File: src/rtl/sync_fifo_flags.sv
// ---------------------------------------------------------------------------
// sync_fifo_flags
//   Single-clock FIFO with occupancy count, programmable almost-full and
//   almost-empty thresholds, one-cycle overflow/underflow error pulses,
//   synchronous flush and a selectable first-word-fall-through read mode.
//
// Ports
//   clk          rising-edge clock for all state
//   rst_n        asynchronous active-low reset
//   flush        synchronous clear of pointers/count/error pulses
//   w_en         write request, accepted when not full
//   data_in      write data
//   r_en         read request (FWFT: pop of the visible head word)
//   data_out     read data (registered in standard mode, live head in FWFT)
//   full         count == DEPTH
//   empty        count == 0
//   almost_full  count >= AF_LEVEL
//   almost_empty count <= AE_LEVEL
//   count        occupancy, 0..DEPTH
//   overflow     one-cycle pulse after a write attempt while full
//   underflow    one-cycle pulse after a read attempt while empty
// ---------------------------------------------------------------------------
module sync_fifo_flags #(
  parameter int DATA_WIDTH = 8,
  parameter int DEPTH      = 8,
  parameter int AF_LEVEL   = 6,
  parameter int AE_LEVEL   = 2,
  parameter int FWFT       = 0
) (
  input  logic                       clk,
  input  logic                       rst_n,
  input  logic                       flush,
  input  logic                       w_en,
  input  logic [DATA_WIDTH-1:0]      data_in,
  input  logic                       r_en,
  output logic [DATA_WIDTH-1:0]      data_out,
  output logic                       full,
  output logic                       empty,
  output logic                       almost_full,
  output logic                       almost_empty,
  output logic [$clog2(DEPTH):0]     count,
  output logic                       overflow,
  output logic                       underflow
);

  localparam int AW = $clog2(DEPTH);
  localparam int PW = AW + 1;

  logic [DATA_WIDTH-1:0] mem [DEPTH];
  logic [PW-1:0]         w_ptr;
  logic [PW-1:0]         r_ptr;
  logic                  wr_acc;
  logic                  rd_acc;

  // Pointers carry one extra wrap bit, so their difference is the occupancy
  // 0..DEPTH. Count and every flag are therefore pure functions of registered
  // state: w_en/r_en never reach a flag combinationally.
  assign count        = w_ptr - r_ptr;
  assign full         = (count == PW'(DEPTH));
  assign empty        = (count == '0);
  assign almost_full  = (count >= PW'(AF_LEVEL));
  assign almost_empty = (count <= PW'(AE_LEVEL));

  // A write while full is refused even if a read is accepted on the same edge.
  assign wr_acc = w_en & ~full;
  assign rd_acc = r_en & ~empty;

  // NOTE: sequential state uses non-blocking assignments so every register
  // samples the pre-edge values of the others, independent of block order.
  always_ff @(posedge clk or negedge rst_n) begin
    if (!rst_n) begin
      w_ptr     <= '0;
      r_ptr     <= '0;
      overflow  <= 1'b0;
      underflow <= 1'b0;
    end else if (flush) begin
      w_ptr     <= '0;
      r_ptr     <= '0;
      overflow  <= 1'b0;
      underflow <= 1'b0;
    end else begin
      if (wr_acc) w_ptr <= w_ptr + PW'(1);
      if (rd_acc) r_ptr <= r_ptr + PW'(1);
      overflow  <= w_en & full;
      underflow <= r_en & empty;
    end
  end

  // NOTE: the storage array has no reset; stale words are unreachable because
  // the pointers define what is valid, and leaving it unreset lets it map to RAM.
  always_ff @(posedge clk) begin
    if (!flush && wr_acc) mem[w_ptr[AW-1:0]] <= data_in;
  end

  generate
    if (FWFT != 0) begin : g_fwft
      // Head word is presented directly; only meaningful while !empty.
      assign data_out = mem[r_ptr[AW-1:0]];
    end else begin : g_std
      logic [DATA_WIDTH-1:0] data_q;

      // Updates only on an accepted read; holds through flush and rejected reads.
      always_ff @(posedge clk or negedge rst_n) begin
        if (!rst_n) begin
          data_q <= '0;
        end else if (!flush && rd_acc) begin
          data_q <= mem[r_ptr[AW-1:0]];
        end
      end

      assign data_out = data_q;
    end
  endgenerate

endmodule

File: config.mk
export PLATFORM = sky130hd
export DESIGN_NAME = sync_fifo_flags
export DESIGN_NICKNAME = d
export VERILOG_FILES = /design/src/rtl/sync_fifo_flags.sv
export SDC_FILE = /design/constraint.sdc
export NUM_CORES = 1
export LEC_CHECK = 0
export BUFFER_PORTS_ARGS = -buffer_cell sky130_fd_sc_hd__buf_2
export CAP_MARGIN = 20
export CELL_PAD_IN_SITES_DETAIL_PLACEMENT = 1
export CELL_PAD_IN_SITES_GLOBAL_PLACEMENT = 1
export CORE_MARGIN = 3
export CORE_UTILIZATION = 35
export DETAILED_ROUTE_END_ITERATION = 10
export PLACE_DENSITY_LB_ADDON = 0.1
export SYNTH_ARGS = -nofsm -noshare
export SYNTH_HDL_FRONTEND = slang
export SYNTH_SLANG_ARGS = --single-unit
File: constraint.sdc
create_clock -name clk -period 8.1 [get_ports clk]
set_input_delay 1.215 -clock clk [delete_from_list [all_inputs] [get_ports clk]]
set_output_delay 1.215 -clock clk [all_outputs]
set_load 0.005 [all_outputs]
== After elaboration in Yosys (flattened, before gate mapping) ==
Memory sizes are Yosys's and may differ from the RTL's. A register that Yosys moved wholly into a read port is not among the register bits.
Index checks and enable logic that the tools add are counted.
Storage, ports and cells
  bits in registers: 10
  bits in writable memories: 64
  output and inout port bits: 18
  logic and storage cells: 32
  memories kept: 1
Cells by class
  add/sub/neg operators: 3
  order comparisons: 2
  equality and inequality tests: 1
  muxes and demuxes: 8
  bitwise logic cells: 6
  reductions and logical operators: 7
Memories
  mem: words 8, width 8, rd ports 1, clocked after memory_dff 1, wr ports 1, line 49  | logic [DATA_WIDTH-1:0] mem [DEPTH];
Operator list (number)
  two-way mux 4 bit: 4
  adder 4 x 1 -> 4 bit, second input constant: 2
  bitwise AND 1 bit: 4
  == test 4 bit, second input constant: 1
  greater-or-equal comparator 4 x 3 -> 1 bit, second input constant: 1
  <= comparator 4 x 2 -> 1 bit, second input constant: 1
  logical NOT 4 bit: 1
  two-way mux 1 bit: 4
  nonzero test 2 bit: 2
  subtractor 4 bit: 1
  logical AND 1 bit: 2
  logical NOT 1 bit: 2
  inverter 1 bit: 2

== Logic depth before layout (Yosys ltp) ==
Gate-level depths: netlist (run 1).
  depth in word-level cells: 7
  gate-level depth with buffers: 10
  mapped depth without buffers: 9

== Least setup slack after synthesis (run 1) ==
No wires, ideal clock.
  path kind: reg2reg
  start: register r_ptr[2]
  end: memory mem[4][0], enable pin
  library setup time: 398 ps
  data arrival time: 3215 ps
  slack: 4487 ps
  cell stages (with the launch flop): 11
  buffers on the path: 3
  clock period less this slack: 3613 ps
  cells stage by stage: dfrtp_1 clkbuf_1 buf_1 inv_1 ha_1 xor2_1 or3_1 buf_2 a21oi_2 nand2b_4 nor4b_1
Between the ends
  longest elaborated chain between the ends: 7
Ends and longest elaborated chain
  start, declared: line 51  | logic [PW-1:0] r_ptr;
  start signal, assigned: line 83  | if (rd_acc) r_ptr <= r_ptr + PW'(1);
  subtractor 4 bit: line 58  | assign count = w_ptr - r_ptr;
  net count[2]: line 41  | output logic [$clog2(DEPTH):0] count,
  == test 4 bit: line 59  | assign full = (count == PW'(DEPTH));
  net full: line 37  | output logic full,
  inverter 1 bit: line 65  | assign wr_acc = w_en & ~full;
  bitwise AND 1 bit: line 65
  logical AND 1 bit: line 92  | if (!flush && wr_acc) mem[w_ptr[AW-1:0]] <= data_in;
  two-way mux 1 bit: line 92
  two-way mux 1 bit (not written as such): line 92
  end, declared: line 49
The timed path passes the listed nets, and every way through them passes these cells.

== Worst setup path after layout (run 1) ==
  start: register r_ptr[2]
  end: output full
Between the ends
  longest elaborated chain between the ends: 2
Ends and longest elaborated chain (line)
  subtractor 4 bit: 58
  == test 4 bit: 59
  end, declared: 37
Every way passes these cells.

==> results by group, run 1 <==
STA
  • Fin Clk Skew: 0.0122 ns
  • Final Critical Period: 4.13 ns
  • Slew Viols, Final: 0
  • Final Hold Fails: 0
  • Sum Neg Setup Slack: 0 ns
  • Max_slew headroom: 32.3%
  • Final period util: 51.0%
  • Setup violators final: 0
  • FMAX: 242 MHz
  • RSZ-0062 raised after global routing: no
  • Worst-Margin Slew: 1.01 ns

Yosys
  • Post-synth ARST share: 22.0%
  • Largest cells by area after synthesis: edfxtp_1 (56%), dfrtp_1 (13%), mux4_2 (10%)
  • Main combinational cell family by area after synthesis: multiplexers
  • Synth warnings: 0
  • Synth Register Bits: 82
  • Count leader, synth: edfxtp_1
  • Post-synthesis simple-gate area fraction: 7.17%
  • Syn Area/Cell: 17.2 um^2
  • Mapped cell area: 3440 um^2
  • Area share of the largest cell type after synthesis: 55.9%
  • Proportion of synthesized area in mux cells: 13.7%
  • Number of synthesized flops with an enable pin: 64
  • Sequential area share after synthesis: 69.0%
  • Cells after synthesis: 200
  • Adder-Cell Fraction of Synth Area: 2.40%
  • Synth area leader: edfxtp_1
  • Compound-Gate Fraction of Synth Area: 4.66%
  • Post-synthesis xor/xnor area fraction: 1.27%
  • Predominant post-synthesis flop cell: edfxtp_1
  • Synth cell count leaders: edfxtp_1 (64), dfrtp_1 (18), mux4_2 (16), nand2_1 (12), mux2i_1 (11)
  • Netlist cell types: 41
  • Syn nets: 219

Drt
  • DR DRC count: 0
  • TritonRoute pass-1 iters: 4
  • Antenna viol nets, final: 0
  • Routed vias: 1816
  • Via density: 4.84
  • Final WL: 6920 um
  • Drt wl/cell: 18.5 um
  • DRC violation total after the first TritonRoute iteration: 70

Global routing
  • Global Route met2 Usage: 19.6%
  • Vias in the first global route: 1968
  • Met1 Use GR: 20.9%
  • Met3 usage: 3.03%
  • Initial antenna violation count: 0
  • First-pass GRT wire length: 11400 um
  • Largest net degree at the start of global routing: 20
  • All-Layer GR Usage: 13.9%
  • Congestion Overflow GR: 0
  • GRT busiest layer: met1

Placed design
  • Area after DPL: 3770 um^2
  • Inst Count DP: 357
  • PortBufs: 30
  • Hpwl dp: 4770 um
  • Placer Congestion: 0.734

Layout
  • Final instance area: 4020 um^2
  • Multi-input combinational cell area: 1030 um^2
  • Register area: 2370 um^2
  • Ant. Diodes: 0
  • Layout cell share with drive strength beyond 1: 33.3%
  • Final Non-Filler Cells: 375
  • Area grow syn2layout: 17.0%
  • Nets: 260
  • # fillers: 958

CTS
  • Clk_lat worst skew: 0.35 ns
  • CTS clk-pin slew, worst paths: 0.10 ns
  • Root Buffer: clkbuf_8
  • CTS Buffer Depth: 2
  • Cts bufs inserted: 9
  • Post-CTS Setup Inserts: 0
  • CTS tree: built
  • Clock sinks: 82
  • CTS Hold Bufs: 0
  • Post-CTS sizing: 0
  • H-tree depth: 3

Critical path
  • Reg2reg setup slack: 4.51 ns
  • Max incr delay on CP: 0.88 ns
  • Max FO, Critical Path: 18
  • Startpoint Class: register
  • Arr. time, crit path: 2.91 ns
  • Critical Path Sink Type: output port
  • Slowest-stage cell, CP: dfrtp_1
  • WS Path Type: register to output port
  • R2R cell count: 7
  • Worst endpoint required time: 6.88 ns
  • CP Cell Sequence: inv_1 -> ha_1 -> xor2_1 -> or3_1 -> a21oi_2 -> buf_2

Die
  • Die area: 11000 um^2
  • Ports: 31
  • Die Y: 105 um
  • Die X: 105 um
  • Core area: 9370 um^2
  • Starting density of the core: 36.7%
  • Num rows: 35

Min path
  • Hold Crit Depth: 2
  • Worst hold-check path type: register to register

Power
  • Leak: 0.00150 uW
  • Worst VDD drop: 0.000135 V
  • P per Cell Area: 310 nW/um^2

Outcome
  • Run status: completed

Job
  • Max_cap viols: 0
-- kinds of logic after synthesis --
family,after synthesis
fa+ha+maj,6
xor+xnor,5
simple gates,43
flops,82
buf+inv,13
compound gates,24
mux,27
-- per-stage QoR --
step / setup slack (ns) / util (%) / power [uW] / hold WS, ns
after global placement: 4.37 / 40.2 / 916 / 0.459
after floorplan: 4.49 / - / 794 / 0.475
after CTS: 3.92 / 42.7 / 1270 / 0.487
after detailed placement: 4.32 / 40.3 / 921 / 0.464
after global routing: 3.71 / 42.9 / 1340 / 0.504
final: 3.97 / 42.9 / 1250 / 0.479
-- path summary, 6_finish.rpt --
path,from,to
worst max-delay path,r_ptr[2],full
worst min-delay path,data_out[3],data_out[3]
worst max register to register,r_ptr[2],mem[4][7]
worst min register to register,data_out[3],data_out[3]
max in group asynchronous,rst_n,w_ptr[0]
min in group asynchronous,rst_n,data_out[0]
-- cell usage in the layout (no fill, tap or decap), types with 2 or more instances in the layout --
master and instances:
inv_1 5, buf_2 30, ha_1 5, nor2_1 3, a21o_1 3, nor4_2 2, o21ai_0 3, inv_8 2
dfrtp_1 18, o21ai_1 7, edfxtp_1 64, nand2_1 12, mux4_2 16, xnor2_1 2, buf_4 7, xor2_1 3
nand3_1 2, or3_1 2, o21ai_2 2, nand2b_1 4, mux2i_1 11, or2_2 2, nor4b_2 2, and3b_1 2
nor3_1 5, bufinv_16 2, a21oi_1 3, clkbuf_8 9, inv_6 2
-- area by class of cell --
cell class / count / area share [%]
clock inverter: 7 / 2.71
clock buffer: 9 / 3.08
multi-input combinational: 105 / 25.6
timing repair buffer: 37 / 5.04
sequential: 82 / 59.0
inverter: 6 / 0.560
tap: 129 / 4.01
-- layer usage --
layer | up-vias | share of wire [%]
met4 | 0 | 1.6
li1 | 865 | -
met2 | 33 | 45
met3 | 9 | 3.7
met1 | 909 | 49
met5 | - | 0
-- power breakdown --
part | switching, uW | internal [uW]
combinational | 203 | 175
sequential | 27.2 | 498
clock | 163 | 181
-- worst max-delay path, delay by kind of cell, from the launching register on --
family                     cells  cell delay, ns
xor gates and xnor gates       1            0.19
adders and majority gates      1            0.37
buffers and inverters          2            0.38
DFF                            1            0.88
AOI/OAI and AO/OA              1            0.31
and+or+nand+nor                1            0.43
-- registers in the layout, indices dropped and copies added, names as in the netlist --
name       cells
data_out       8
w_ptr          4
overflow       1
mem           64
r_ptr          4
underflow      1
(Power assumes the default switching activity.)
==> run 2: changes to the inputs <==
- ABC_AREA: default -> 1
- clock period: 8.1 -> 4.1 ns (I/O delays scaled with it)
==> run 2 against run 1 <==
  * Via count grew 35%
  * Cell count grew 36%
  * Clock power grew 91%
  * Largest cell class unchanged
==> results by group, run 2 <==
Drt
  • Top layer in use: met4
  • TritonRoute pass-1 iters: 5 (+1)
  • Drt wl/cell: 16.5 um (-11%)
  • Via density: 4.80 (-0.80%)
  • DR DRC count: 0 (unchanged)
  • Antenna viol nets, final: 0 (unchanged)
  • DRC violation total after the first TritonRoute iteration: 87 (+24%)
  • M1 wire length: 3750 um (+9.7%)
  • Routed vias: 2450 (+35%)
  • Met2 wire length: 4410 um (+41%)
  • Final WL: 8400 um (+21%)
  • DR WL met3: 144 um (-44%)

Die
  • Die Y: 109 um (+3.4%)
  • Core area: 10000 um^2 (+6.7%)
  • Die X: 109 um (+3.4%)
  • Die area: 11800 um^2 (+6.9%)
  • Ports: 31 (unchanged)
  • Num rows: 36 (+2.9%)
  • Starting density of the core: 36.9% (+0.22 points)

STA
  • Slew Viols, Final: 0 (unchanged)
  • Max_slew headroom: 49.1% (+17 points)
  • Sum Neg Setup Slack: 0 ns (unchanged)
  • FMAX: 327 MHz
  • Final Critical Period: 3.06 ns
  • RSZ-0062 raised after global routing: no
  • Setup violators final: 0 (unchanged)
  • Worst-Margin Slew: 0.761 ns (-0.252 ns)
  • Final period util: 74.6%
  • Final Hold Fails: 0 (unchanged)
  • Fin Clk Skew: 0.0106 ns (-0.00163 ns)

Yosys
  • Post-synth ARST share: 22.0% (unchanged)
  • Synth area leader: edfxtp_1
  • Sequential area share after synthesis: 64.3% (-4.7 points)
  • Syn Area/Cell: 11.0 um^2 (-36%)
  • Mapped cell area: 3690 um^2 (+7.4%)
  • Largest cells by area after synthesis: edfxtp_1 (52%), dfrtp_1 (12%), nand2_1 (5.6%)
  • Synth warnings: 0 (unchanged)
  • Area share of the largest cell type after synthesis: 52.1% (-3.8 points)
  • Netlist cell types: 27 (-34%)
  • Count leader, synth: edfxtp_1
  • Cells after synthesis: 336 (+68%)
  • Synth Register Bits: 82 (unchanged)
  • Number of synthesized flops with an enable pin: 64 (unchanged)
  • Syn nets: 355 (+62%)
  • Predominant post-synthesis flop cell: edfxtp_1
  • Synth cell count leaders: edfxtp_1 (64), nand2_1 (55), nor2_1 (44), nand3_1 (37), inv_1 (31)

Critical path
  • Critical path's top delay family: adder cells
  • Critical Path Sink Type: output port
  • Startpoint Class: register
  • CP Cell Sequence: inv_1 -> ha_1 -> inv_1 -> fa_1 -> inv_1 -> nand2_1 -> nor2_4 -> nand3_2 -> inv_1 -> buf_2
  • Slowest-stage cell, CP: dfrtp_1
  • Arr. time, crit path: 2.44 ns (-0.47 ns)
  • Reg2reg setup slack: 1.14 ns (-3.37 ns)
  • Max FO, Critical Path: 8 (-10)
  • CP bufs+invs: 5 (+3)
  • WS Path Type: register to output port
  • Max incr delay on CP: 0.45 ns (-0.43 ns)
  • Most common cell on crit path: inv_1
  • Worst endpoint required time: 3.48 ns (-3.40 ns)

CTS
  • Post-CTS sizing: 0 (unchanged)
  • H-tree depth: 3 (unchanged)
  • Clock sinks: 82 (unchanged)
  • CTS clk-pin slew, worst paths: 0.08 ns (-0.02 ns)
  • Cts bufs inserted: 9 (unchanged)
  • CTS Buffer Depth: 2 (unchanged)
  • CTS tree: built
  • Clk_lat worst skew: 0.35 ns (about the same)
  • Post-CTS Setup Inserts: 0 (unchanged)
  • CTS Hold Bufs: 0 (unchanged)
  • Root Buffer: clkbuf_8

Layout
  • Most frequent cells in the layout: edfxtp_1 (64), nand2_1 (55), nor2_1 (44)
  • Max reg flops: 64 (unchanged)
  • Ant. Diodes: 0 (unchanged)
  • Commonest non-fill, non-tap cell in the layout: edfxtp_1
  • Area grow syn2layout: 14.5%
  • Final instance area: 4220 um^2 (+5.0%)
  • Nets: 391 (+50%)
  • Layout cell share with drive strength beyond 1: 20.4% (-13 points)

Power
  • Leak: 0.00174 uW (+16%)
  • Sw power: 998 uW (+150%)
  • Combinational share of power: 37.0% (+6.7 points)
  • Worst VDD drop: 0.000235 V (+74%)
  • Sequential share of power: 38.8% (-3.3 points)
  • Clock power share: 24.2% (-3.4 points)
  • Internal power: 1710 uW (+100%)
  • P per Cell Area: 642 nW/um^2 (+110%)
  • Net Sw Frac: 36.8% (+5.3 points)

Global routing
  • All-Layer GR Usage: 15.8% (+1.9 points)
  • First-pass GRT wire length: 13900 um (+22%)
  • Initial antenna violation count: 0 (unchanged)
  • Vias in the first global route: 2593 (+32%)
  • Largest net degree at the start of global routing: 53 (+170%)
  • Congestion Overflow GR: 0 (unchanged)

Placed design
  • Area after DPL: 3990 um^2 (+5.8%)
  • Hpwl dp: 5770 um (+21%)
  • PortBufs: 30 (unchanged)
  • Placer Congestion: 0.790 (+7.6%)

Job
  • Max_cap viols: 0 (unchanged)

Outcome
  • Run status: completed

Min path
  • Worst hold-check path type: primary input to async pin
==> run 2: cell types whose count changed after synthesis, moves of 7 or more <==
cell      previous run  this run
nand2_1             12        55
nor2_1               3        44
nand3_1              2        37
inv_1                5        31
mux4_2              16         0
o211ai_1             0        16
o21ai_0              3        17
mux2i_1             11         0
buf_2                3        10
o21ai_1              7         0
==> run 2: cell families after synthesis <==
logic type,after synthesis,synth area share [%]
adders and majority gates,6,2.24
AOI/OAI and AO/OA,42,7.67
and+or+nand+nor,153,19.1
xor gates and xnor gates,4,0.950
DFF,82,64.3
buffers and inverters,49,5.77
==> run 2: final cells by class <==
type,instances,area [um^2]
Clock buffer,12,178
Clock inverter,4,52.6
Fill cell,1147,5780
Inverter,35,131
Multi-Input combinational cell,205,1100
Sequential cell,82,2370
Tap cell,133,166
Timing Repair Buffer,39,218
==> run 2: per-layer routing <==
layer / track usage, % / up-vias
li1: - / 1217
met1: 19.1 / 1207
met2: 28.3 / 17
met3: 3.08 / 9
met4: 5.14 / 0
met5: 0 / -
==> run 2: final timing paths <==
path | startpoint | to | cells after the start
worst max-delay path | w_ptr[0] | full | 10
worst min-delay path | rst_n | overflow | 1
worst max register to register | w_ptr[0] | mem[3][4] | 10
worst min register to register | data_out[1] | data_out[1] | 2
max in group asynchronous | rst_n | r_ptr[1] | 1
min in group clk | flush | underflow | 2
==> run 2: per-stage QoR <==
stage	hold slack [ns]	utilization, %	worst slack (ns)	cells	total power (uW)
after CTS	0.199	42.2	1.01	510	2770
final	0.202	42.2	1.04	510	2710
after global placement	0.463	39.9	1.22	494	2080
after floorplan	0.319	-	1.58	336	1760
after global routing	0.214	42.2	0.788	510	2920
after detailed placement	0.468	39.9	1.12	494	2110
==> run 2: power groups by stage <==
| stage | Combinational, uW | Sequential [uW] | Clock, uW |
|---|---|---|---|
| after floorplan | 695 | 1070 | 0 |
| after global placement | 1020 | 1070 | 0 |
| after detailed placement | 1040 | 1070 | 0 |
| after CTS | 1040 | 1050 | 677 |
| after global routing | 1140 | 1070 | 712 |
| final | 1000 | 1050 | 657 |
